==> src/rtl/debounce_bank.sv <==
// Multi-channel debouncer: per-channel synchroniser, disagreement counter, level and edge pulses.
// Define DEBOUNCE_BANK_REPEAT_EN to build the hold auto-repeat FSMs driving btn_repeat.
module debounce_bank #(
    parameter int CHANNELS        = 4,
    parameter int DEBOUNCE_CYCLES = 500000,
    parameter int SYNC_STAGES     = 2,
    parameter int ACTIVE_LOW      = 0,
    parameter int HOLD_CYCLES     = 50000000,
    parameter int REPEAT_CYCLES   = 10000000
) (
    input  logic                clk,
    input  logic                reset,
    input  logic [CHANNELS-1:0] btn_raw,
    output logic [CHANNELS-1:0] btn_level,
    output logic [CHANNELS-1:0] btn_rise,
    output logic [CHANNELS-1:0] btn_fall,
    output logic [CHANNELS-1:0] btn_repeat
);

    localparam int CW = $clog2(DEBOUNCE_CYCLES + 1);
    localparam logic [CW-1:0] CNT_LAST = CW'(DEBOUNCE_CYCLES - 1);
    localparam logic [CHANNELS-1:0] POLARITY = (ACTIVE_LOW != 0) ? '1 : '0;

    logic [SYNC_STAGES-1:0] sync_q [CHANNELS];
    logic [CW-1:0]          cnt_q  [CHANNELS];
    logic [CHANNELS-1:0]    s;
    logic [CHANNELS-1:0]    accept;
    logic [CHANNELS-1:0]    rise_evt;
    logic [CHANNELS-1:0]    fall_evt;

    always_comb begin
        s      = '0;
        accept = '0;
        for (int unsigned i = 0; i < CHANNELS; i++) begin
            s[i]      = sync_q[i][SYNC_STAGES-1];
            accept[i] = (s[i] != btn_level[i]) && (cnt_q[i] == CNT_LAST);
        end
        rise_evt = accept & s;
        fall_evt = accept & ~s;
    end

    always_ff @(posedge clk) begin
        if (!reset) begin
            for (int unsigned i = 0; i < CHANNELS; i++) begin
                sync_q[i] <= '0;
                cnt_q[i]  <= '0;
            end
            btn_level <= '0;
            btn_rise  <= '0;
            btn_fall  <= '0;
        end else begin
            for (int unsigned i = 0; i < CHANNELS; i++) begin
                sync_q[i] <= {sync_q[i][SYNC_STAGES-2:0], btn_raw[i] ^ POLARITY[i]};
                // any agreeing sample restarts the count, so it never wraps
                if (s[i] != btn_level[i])
                    cnt_q[i] <= accept[i] ? '0 : cnt_q[i] + 1'b1;
                else
                    cnt_q[i] <= '0;
            end
            btn_level <= btn_level ^ accept;
            btn_rise  <= rise_evt;
            btn_fall  <= fall_evt;
        end
    end

`ifdef DEBOUNCE_BANK_REPEAT_EN
    localparam int HMAX = (HOLD_CYCLES > REPEAT_CYCLES) ? HOLD_CYCLES : REPEAT_CYCLES;
    localparam int HW   = $clog2(HMAX + 1);
    localparam logic [HW-1:0] HOLD_LAST   = HW'(HOLD_CYCLES - 1);
    localparam logic [HW-1:0] REPEAT_LAST = HW'(REPEAT_CYCLES - 1);

    typedef enum logic [1:0] {
        ST_IDLE,
        ST_HOLD,
        ST_REPEAT
    } rpt_state_t;

    rpt_state_t      state_q [CHANNELS];
    logic [HW-1:0]   hcnt_q  [CHANNELS];

    always_ff @(posedge clk) begin
        if (!reset) begin
            for (int unsigned i = 0; i < CHANNELS; i++) begin
                state_q[i] <= ST_IDLE;
                hcnt_q[i]  <= '0;
            end
            btn_repeat <= '0;
        end else begin
            for (int unsigned i = 0; i < CHANNELS; i++) begin
                btn_repeat[i] <= 1'b0;
                // a release wins over a repeat pulse due in the same cycle
                if (fall_evt[i]) begin
                    state_q[i] <= ST_IDLE;
                    hcnt_q[i]  <= '0;
                end else begin
                    case (state_q[i])
                        ST_IDLE: begin
                            if (rise_evt[i]) begin
                                state_q[i] <= ST_HOLD;
                                hcnt_q[i]  <= '0;
                            end
                        end
                        ST_HOLD: begin
                            if (hcnt_q[i] == HOLD_LAST) begin
                                btn_repeat[i] <= 1'b1;
                                state_q[i]    <= ST_REPEAT;
                                hcnt_q[i]     <= '0;
                            end else begin
                                hcnt_q[i] <= hcnt_q[i] + 1'b1;
                            end
                        end
                        ST_REPEAT: begin
                            if (hcnt_q[i] == REPEAT_LAST) begin
                                btn_repeat[i] <= 1'b1;
                                hcnt_q[i]     <= '0;
                            end else begin
                                hcnt_q[i] <= hcnt_q[i] + 1'b1;
                            end
                        end
                        default: begin
                            state_q[i] <= ST_IDLE;
                            hcnt_q[i]  <= '0;
                        end
                    endcase
                end
            end
        end
    end
`else
    // repeat timing parameters have no effect here; the expression is constant zero
    assign btn_repeat = {CHANNELS{(HOLD_CYCLES < 1) && (REPEAT_CYCLES < 1) && 1'b0}};
`endif

endmodule

==> config.mk <==
export PLATFORM = sky130hd
export DESIGN_NAME = debounce_bank
export DESIGN_NICKNAME = d
export VERILOG_FILES = /design/src/rtl/debounce_bank.sv
export SDC_FILE = /design/constraint.sdc
export NUM_CORES = 1
export LEC_CHECK = 0
export ABC_AREA = 1
export BUFFER_PORTS_ARGS = -buffer_cell sky130_fd_sc_hd__buf_2
export CAP_MARGIN = 20
export CORE_UTILIZATION = 35
export CTS_CLUSTER_DIAMETER = 60
export CTS_CLUSTER_SIZE = 25
export DETAILED_ROUTE_END_ITERATION = 10
export GPL_ROUTABILITY_DRIVEN = 0
export SKIP_LAST_GASP = 1
export SYNTH_ARGS = -nofsm -noshare
export SYNTH_HDL_FRONTEND = slang
export SYNTH_SLANG_ARGS = --single-unit
==> constraint.sdc <==
create_clock -name clk -period 1.6 [get_ports clk]
set_input_delay 0.16 -clock clk [delete_from_list [all_inputs] [get_ports clk]]
set_output_delay 0.16 -clock clk [all_outputs]
set_load 0.1 [all_outputs]
* After elaboration in Yosys (flattened, before gate mapping)
Memory sizes are Yosys's and may differ from the RTL's. Index checks and enable logic that the tools add are counted.
Storage, ports and cells: memories 2, bits in writable memories 84, bits in registers 12
Memory list:
- cnt_q | depth 4, bits a word 19, read ports 4, clocked after memory_dff 0, write ports 4, line 25 | logic [CW-1:0] cnt_q [CHANNELS];
- sync_q | depth 4, bits a word 2, read ports 4, clocked after memory_dff 0, write ports 4, line 24 | logic [SYNC_STAGES-1:0] sync_q [CHANNELS];
Cells by class: add/sub/neg operators 4, bitwise logic cells 16, reductions and logical operators 4, eq/ne operators 8, muxes and demuxes 42
Operators with widths (count):
- two-way mux 19 bit | 12
- adder 19 x 1 -> 19 bit (second input constant) | 4
- equality test 19 bit (second input constant) | 4
- two-way mux 1 bit | 26
- OR 1 bit | 12
- AND 4 bit | 2
- two-way mux 2 bit | 4
- logical AND 1 bit | 4
- inequality test 1 bit | 4
- NOT 4 bit | 1
- XOR 4 bit | 1

* Longest topological paths before layout
Gate-level depths: netlist (run 1). An unclocked memory read counts as a cell.
depth after elaboration 7, depth in mapped cells 9, gate-level depth less buffers 9

* Worst setup path after synthesis (run 1)
OpenSTA, ideal clock, no wires.
kind reg-to-reg, start point reg with a tool-made name, end point mem cnt_q[0][53] (netlist name) (data pin), clock period less this slack 1.924 ns, path slack -0.324 ns, required time 1.462 ns, cell stages (with the launch flop) 8, arrival 1.786 ns, path buffers 1, path through dfxtp_1 > inv_1 > nor2_1 > inv_1 > a21oi_1 > nand2_2 > buf_4 > nor2_1
RTL lines (line):
- to (decl) | 25

==> results of run 1 <==
## placed cells by master (no fill, tap or decap), types with 2 or more instances in the layout
cell and n:
sky130_fd_sc_hd__buf_2 17, sky130_fd_sc_hd__buf_6 2, sky130_fd_sc_hd__clkbuf_8 3, sky130_fd_sc_hd__nor3_4 2
sky130_fd_sc_hd__buf_12 4, sky130_fd_sc_hd__xor2_1 24, sky130_fd_sc_hd__ha_2 2, sky130_fd_sc_hd__clkbuf_16 10
sky130_fd_sc_hd__conb_1 80, sky130_fd_sc_hd__nand3_2 3, sky130_fd_sc_hd__nand3_1 44, sky130_fd_sc_hd__a21oi_2 3
sky130_fd_sc_hd__nor3_1 7, sky130_fd_sc_hd__nand2_1 166, sky130_fd_sc_hd__inv_1 78, sky130_fd_sc_hd__nand3_4 2
sky130_fd_sc_hd__dfxtp_2 4, sky130_fd_sc_hd__buf_4 47, sky130_fd_sc_hd__a21oi_1 19, sky130_fd_sc_hd__nand2_2 6
sky130_fd_sc_hd__edfxtp_1 76, sky130_fd_sc_hd__nor2_4 3, sky130_fd_sc_hd__o21ai_1 2, sky130_fd_sc_hd__nor2_2 16
sky130_fd_sc_hd__xnor2_1 17, sky130_fd_sc_hd__dfxtp_1 16, sky130_fd_sc_hd__or2_0 2, sky130_fd_sc_hd__nand4_1 15
sky130_fd_sc_hd__nor2_1 157, sky130_fd_sc_hd__or2_2 3
## report_power, final
group / internal (mW) / switching (mW) / leakage [nW]
sequential: 2.78 / 0.0897 / 0.949
clock: 1.27 / 0.912 / 0.151
combinational: 0.139 / 0.240 / 1.73
## what timing repair did
item,CTS,global route
endpoints found under the setup margin,15,69
endpoints found under the hold margin,1,0
hold buffers,1,0
resized for setup,3,30
pin swaps,1,4
setup buffers,2,8
gates cloned,1,0
## kinds of logic (layout without fill, tap and decap cells)
family,Yosys count,after routing
simple gates,429,430
fa+ha+maj,4,4
other cells,2,80
compound gates,26,26
buf+inv,88,165
flops,96,96
xor+xnor,41,41
## state kept, by name, summed over array words and instances (netlist names), named ones only
register / count
btn_fall: 4
btn_rise: 4
cnt_q: 76
sync_q: 8
## area by class of cell
type,count,area [um^2],share of cell area
repair buffers,71,551,0.0803
clock buffers,14,295,0.0431
flip-flops and latches,96,2690,0.392
well taps,188,235,0.0343
inverters,78,293,0.0427
multi-input cells,581,2780,0.406
clock inverters,2,8.76,0.00128
## per-layer routing
metal  GRT usage  wire, um  part of all wire
met4      0.0787       223             0.020
met5           0         0                 0
met3      0.0274       252             0.023
met1       0.186      5380              0.49
met2       0.235      5150              0.47
## tightest hold or removal path, cell delays in order
cell and delay [ns]:
sky130_fd_sc_hd__buf_2 0.09, sky130_fd_sc_hd__nand2_1 0.05, sky130_fd_sc_hd__inv_1 0.04
## worst max-delay path by stage
| stage | from | to | slack (ns) | cells after the start |
|---|---|---|---|---|
| 2_1_floorplan | flop | cnt_q[0][53]$_SDFFCE_PP0P_ | 0.005 | 7 |
| 3_3_place_gp | cnt_q[0][0]$_SDFFCE_PP0P_ | cnt_q[0][13]$_SDFFCE_PP0P_ | -0.04 | 7 |
| 3_5_place_dp | cnt_q[0][0]$_SDFFCE_PP0P_ | cnt_q[0][18]$_SDFFCE_PP0P_ | -0.08 | 7 |
| 4_1_cts | cnt_q[0][57]$_SDFFCE_PP0P_ | cnt_q[0][57]$_SDFFCE_PP0P_ | 0.02 | 6 |
| 5_1_grt | cnt_q[0][67]$_SDFFCE_PP0P_ | cnt_q[0][72]$_SDFFCE_PP0P_ | -0.04 | 8 |
| 6_report | cnt_q[0][1]$_SDFFCE_PP0P_ | cnt_q[0][4]$_SDFFCE_PP0P_ | 0.05 | 7 |
==> impl_metrics.ini, run 1 <==
[outcome]
run_status = complete, but fails checks
violations = design-rule violations

[clock_tree]
clock_tree.root_cell = sky130_fd_sc_hd__clkbuf_16
cts_sinks = 96
worst_setup_hold_path_clk_slew_ns = 0.07
cts.path.max_buffers = 2
h_tree_depth = 3
cts_buffers = 9
cts_tree = done
clkLatencyLatePin_ns = 0.35

[pwr]
power.density_nw_per_um2 = 793
power.total_mw = 5.43
worst_ir_drop_vdd_mv = 0.607
total_leakage_power_nw = 2.83

[logic_synthesis]
postSynth.topFlopCell = sky130_fd_sc_hd__edfxtp_1
post_synth_and_or_nand_nor_area_fraction = 0.336
synth_common_cells = 169 x sky130_fd_sc_hd__nor2_1, 167 x sky130_fd_sc_hd__nand2_1, 78 x sky130_fd_sc_hd__inv_1, 76 x sky130_fd_sc_hd__edfxtp_1, 46 x sky130_fd_sc_hd__nand3_1
netlist_area_um2 = 5420
synth_xor_xnor_area_share = 0.0663
synthAdderAreaFrac = 0.00924
synth.most_common_cell = sky130_fd_sc_hd__nor2_1
fraction_of_the_mapped_netlist_area_in_compound_gates = 0.0240
synth-edff-count = 76
register_bit_count_reported_by_yosys = 96
yosysWarningCount = 0
synth.yosys.seq_area_share = 0.495
synthesis.instances = 686
synth_async_sr_flop_share = 0
multiplexer_share_of_the_synthesized_area = 0
synth.distinct_cells = 27
synth_top_area_cell = sky130_fd_sc_hd__edfxtp_1
synth.avg_cell_area_um2 = 7.90
synthDominantCellAreaShare = 0.421
main_combinational_cell_family_by_area_after_synthesis = simple AND/OR/NAND/NOR gates
post_synth_main_area_contributors = sky130_fd_sc_hd__edfxtp_1 42%, sky130_fd_sc_hd__nor2_1 12%, sky130_fd_sc_hd__nand2_1 12%

[finish]
drive_gt1_frac = 0.158
fin_area_um2 = 6850
final_core_util = 0.452
nNetsFinal = 847
number_of_filler_instances_in_the_final_layout = 1543
count_of_non_filler_cells_in_the_finished_layout = 1030
flow.area_growth_from_synthesis_pct = 26.5
antenna-diode-count = 0

[sta]
grt_setup_unrepaired = true
worstMarginPinSlew_ns = 0.517
finalMaxSlewViolations = 0
maxClockFrequency_ghz = 0.645
layout_worst_path_cycle_share = 0.969
fin_worst_hold_slack_ns = 0.0144
final-hold-violation-count = 0
finalSetupViolCount = 0
post_route_setup_tns_ns = 0
final.setup_skew_ns = 0.00548
final.min_clock_period_ns = 1.55
postLayoutSetupSlackWorst_ns = 0.0491
timing.slew.headroom = 0.658

[worst_hold_path]
worst_hold_path.num_cells = 3
timing.hold.worst.start = btn_raw[3]
hold_end = sync_q[3][0]$_SDFF_PN0_
min_path_type = in -> reg

[floorplanning]
floorplan.core_area_um2 = 15100
fp.dieArea_um2 = 16000
ios = 22
start_util = 0.358
die_height_um = 126
die-width_um = 126
placementRows = 45

[routing]
wl_per_cell_um = 10.7
detail_route.wirelength_um = 11000
routed-via-count = 4487
vias_per_cell = 4.36
route.detailed.drc = 2
ant_nets = 0
drt_iter0_drc = 211
drt_pass1_iterations = 7

[grt]
grt_remaining_overflow = 0
antenna_found_initial = 0
grtUsageTotal = 0.146
global_route_wire_length_before_repair_um = 18400
first_global_vias = 4148
grt_max_degree = 19

[worst_setup_path]
cp_max_fo = 8
critical_path_data_arrival_time_ns = 1.66
combined_buffer_and_inverter_count_along_the_critical_path = 1
worstPathCellList = ha_4 > nand3_4 > nor3_4 > nand2_2 > nand2_4 > buf_12 > nor2_2
timing.setup.critical_path_class = reg -> reg
slowest_stage = sky130_fd_sc_hd__edfxtp_1
start_kind = flop
reg_to_reg_end = cnt_q[0][4]$_SDFFCE_PP0P_
worst_r2r_path_depth = 7
cp_capture_type = flop
cp_top_family = simple AND/OR/NAND/NOR gates
max_stage_delay_ns = 0.41
critical_path_required_ns = 1.71
regToRegSetupSlack_ns = 0.05
r2r-start = cnt_q[0][1]$_SDFFCE_PP0P_

[place]
placed_cells_incl_taps = 1002
post_dp_cell_area_um2 = 6340
io_buffer_count = 17
post-place-ws_ns = -0.0776
place.detailed.hpwl_um = 8270

[run]
max_cap_viol_count = 0
Power figures use the tool's default switching activity.
==> run 2: changes to the inputs <==
- CORE_UTILIZATION: 35 -> 56
- PLACE_DENSITY: not set -> 0.73
- SKIP_CTS_REPAIR_TIMING: not set -> 1
==> impl_metrics.ini, run 2 (synthesis results as in run 1) <==
[outcome]
run_status = complete, but fails checks
violations = negative setup slack

[routing]
wl_per_cell_um = 11.6
route.detailed.drc = 0
ant_nets = 0
met2WireLength_um = 5430
route.met3.wl_um = 441
drt-met1-wl_um = 4910
routed-via-count = 4586
drt_iter0_drc = 201
vias_per_cell = 4.82
detail_route.wirelength_um = 11000
highest-signal-layer = met4
drt_pass1_iterations = 5

[worst_setup_path]
critical_path_data_arrival_time_ns = 1.75
start_kind = flop
r2r-start = cnt_q[0][6]$_SDFFCE_PP0P_
timing.setup.critical_path_class = reg -> reg
cp_max_fo = 5
cp_capture_type = flop
worst_r2r_path_depth = 8
crit_path_start = cnt_q[0][6]$_SDFFCE_PP0P_
regToRegSetupSlack_ns = -0.01
reg_to_reg_end = cnt_q[0][16]$_SDFFCE_PP0P_
critical_path_required_ns = 1.74

[finish]
nNetsFinal = 827
antenna-diode-count = 0
max_flop_register = cnt_q
flow.area_growth_from_synthesis_pct = 20.2
number_of_filler_instances_in_the_final_layout = 779
largest_reg_flops = 76
layout.cells.most_common = sky130_fd_sc_hd__nand2_1
multi_input_comb_area_um2 = 2790
most_frequent_cells_in_the_layout = 165 x sky130_fd_sc_hd__nand2_1, 161 x sky130_fd_sc_hd__nor2_1, 80 x sky130_fd_sc_hd__conb_1
final_core_util = 0.698
final-seq-area_um2 = 2690
drive_gt1_frac = 0.133
top_regs = cnt_q: 76 flops, sync_q: 8 flops

[place]
place.detailed.hpwl_um = 8040
io_buffer_count = 17

[floorplanning]
fp.dieArea_um2 = 10100
placementRows = 35
die-width_um = 100
die_height_um = 100
floorplan.core_area_um2 = 9330
ios = 22
start_util = 0.581

[clock_tree]
clock_tree.root_cell = sky130_fd_sc_hd__clkbuf_8
cts_tree = done
clkLatencyLatePin_ns = 0.37
cts.path.max_buffers = 2
cts_sinks = 96
cts_buffers = 9
worst_setup_hold_path_clk_slew_ns = 0.09
h_tree_depth = 3

[sta]
final.min_clock_period_ns = 1.61
final.setup_skew_ns = 0.0103
grt_setup_unrepaired = true
post_route_setup_tns_ns = -0.00975
maxClockFrequency_ghz = 0.621
worstMarginPinSlew_ns = 0.653
layout_worst_path_cycle_share = 1.01
postLayoutSetupSlackWorst_ns = -0.00975
finalSetupViolCount = 1
timing.slew.headroom = 0.563
finalMaxSlewViolations = 0
final-hold-violation-count = 0

[pwr]
total_leakage_power_nw = 2.68
worst_ir_drop_vdd_mv = 0.665
power.density_nw_per_um2 = 767

[worst_hold_path]
timing.hold.worst.start = btn_raw[2]
hold_end = sync_q[2][0]$_SDFF_PN0_
worst_hold_path.num_cells = 3
min_path_type = in -> reg

[grt]
grt_max_degree = 20
first_global_vias = 4164
grtUsageTotal = 0.226
grt_remaining_overflow = 0
antenna_found_initial = 0
global_route_wire_length_before_repair_um = 18000

[run]
max_cap_viol_count = 0
## run 2: changes by cell type in the layout (fill, tap and decap cells not counted), moves of 4 or more
cell and change:
sky130_fd_sc_hd__clkbuf_16 -10, sky130_fd_sc_hd__nor2_1 +4, sky130_fd_sc_hd__nor2_2 -5, sky130_fd_sc_hd__buf_4 -18
sky130_fd_sc_hd__clkbuf_8 +6
## run 2: final cells by class
cell class,instances,area share
well taps,129,0.0248
repair buffers,50,0.0557
inverters,78,0.0450
clock buffers,10,0.0196
flip-flops and latches,96,0.413
clock inverters,6,0.0140
multi-input cells,582,0.428
## run 2: critical path: stages, from the launching register on
cell and delay [ns]:
sky130_fd_sc_hd__edfxtp_1 0.46, sky130_fd_sc_hd__nor2_1 0.13, sky130_fd_sc_hd__nand2_1 0.13, sky130_fd_sc_hd__nor3_4 0.27
sky130_fd_sc_hd__nand2_4 0.13, sky130_fd_sc_hd__nand2_4 0.14, sky130_fd_sc_hd__inv_1 0.05, sky130_fd_sc_hd__nand2_1 0.05
sky130_fd_sc_hd__inv_1 0.04
## run 2: through the flow
step / cells / power (mW) / setup WS [ns] / cell area, um^2 / hold slack, ns
after floorplan: 764 / 3.16 / 0.00521 / 5720 / 0.258
after global placement: 928 / 3.24 / 0.0619 / 6120 / 0.348
after detailed placement: 928 / 3.25 / -0.00912 / 6120 / 0.344
after CTS: 944 / 5.00 / -0.0284 / 6340 / -0.0393
after global routing: 951 / 5.18 / -0.123 / 6510 / 0.00957
final: 951 / 4.99 / -0.00975 / 6510 / 0.0232
## run 2: how the worst max path moves through the flow
| stage | endpoint |
|---|---|
| finish | cnt_q[0][16]$_SDFFCE_PP0P_ |
| global route | cnt_q[0][16]$_SDFFCE_PP0P_ |
| CTS | cnt_q[0][45]$_SDFFCE_PP0P_ |
| detailed placement | cnt_q[0][16]$_SDFFCE_PP0P_ |
| global placement | cnt_q[0][16]$_SDFFCE_PP0P_ |
| floorplan | cnt_q[0][53]$_SDFFCE_PP0P_ |
## run 2: power breakdown
group	internal [mW]	leakage (nW)	switching, mW
Clock	0.893	0.111	0.868
Sequential	2.78	0.949	0.0921
Combinational	0.123	1.62	0.238
## run 2: routing by layer
layer  vias up  GRT usage
met5         -          0
met4         0     0.0959
met3        26     0.0334
met2       123      0.378
met1      2070      0.294
li1       2367          -
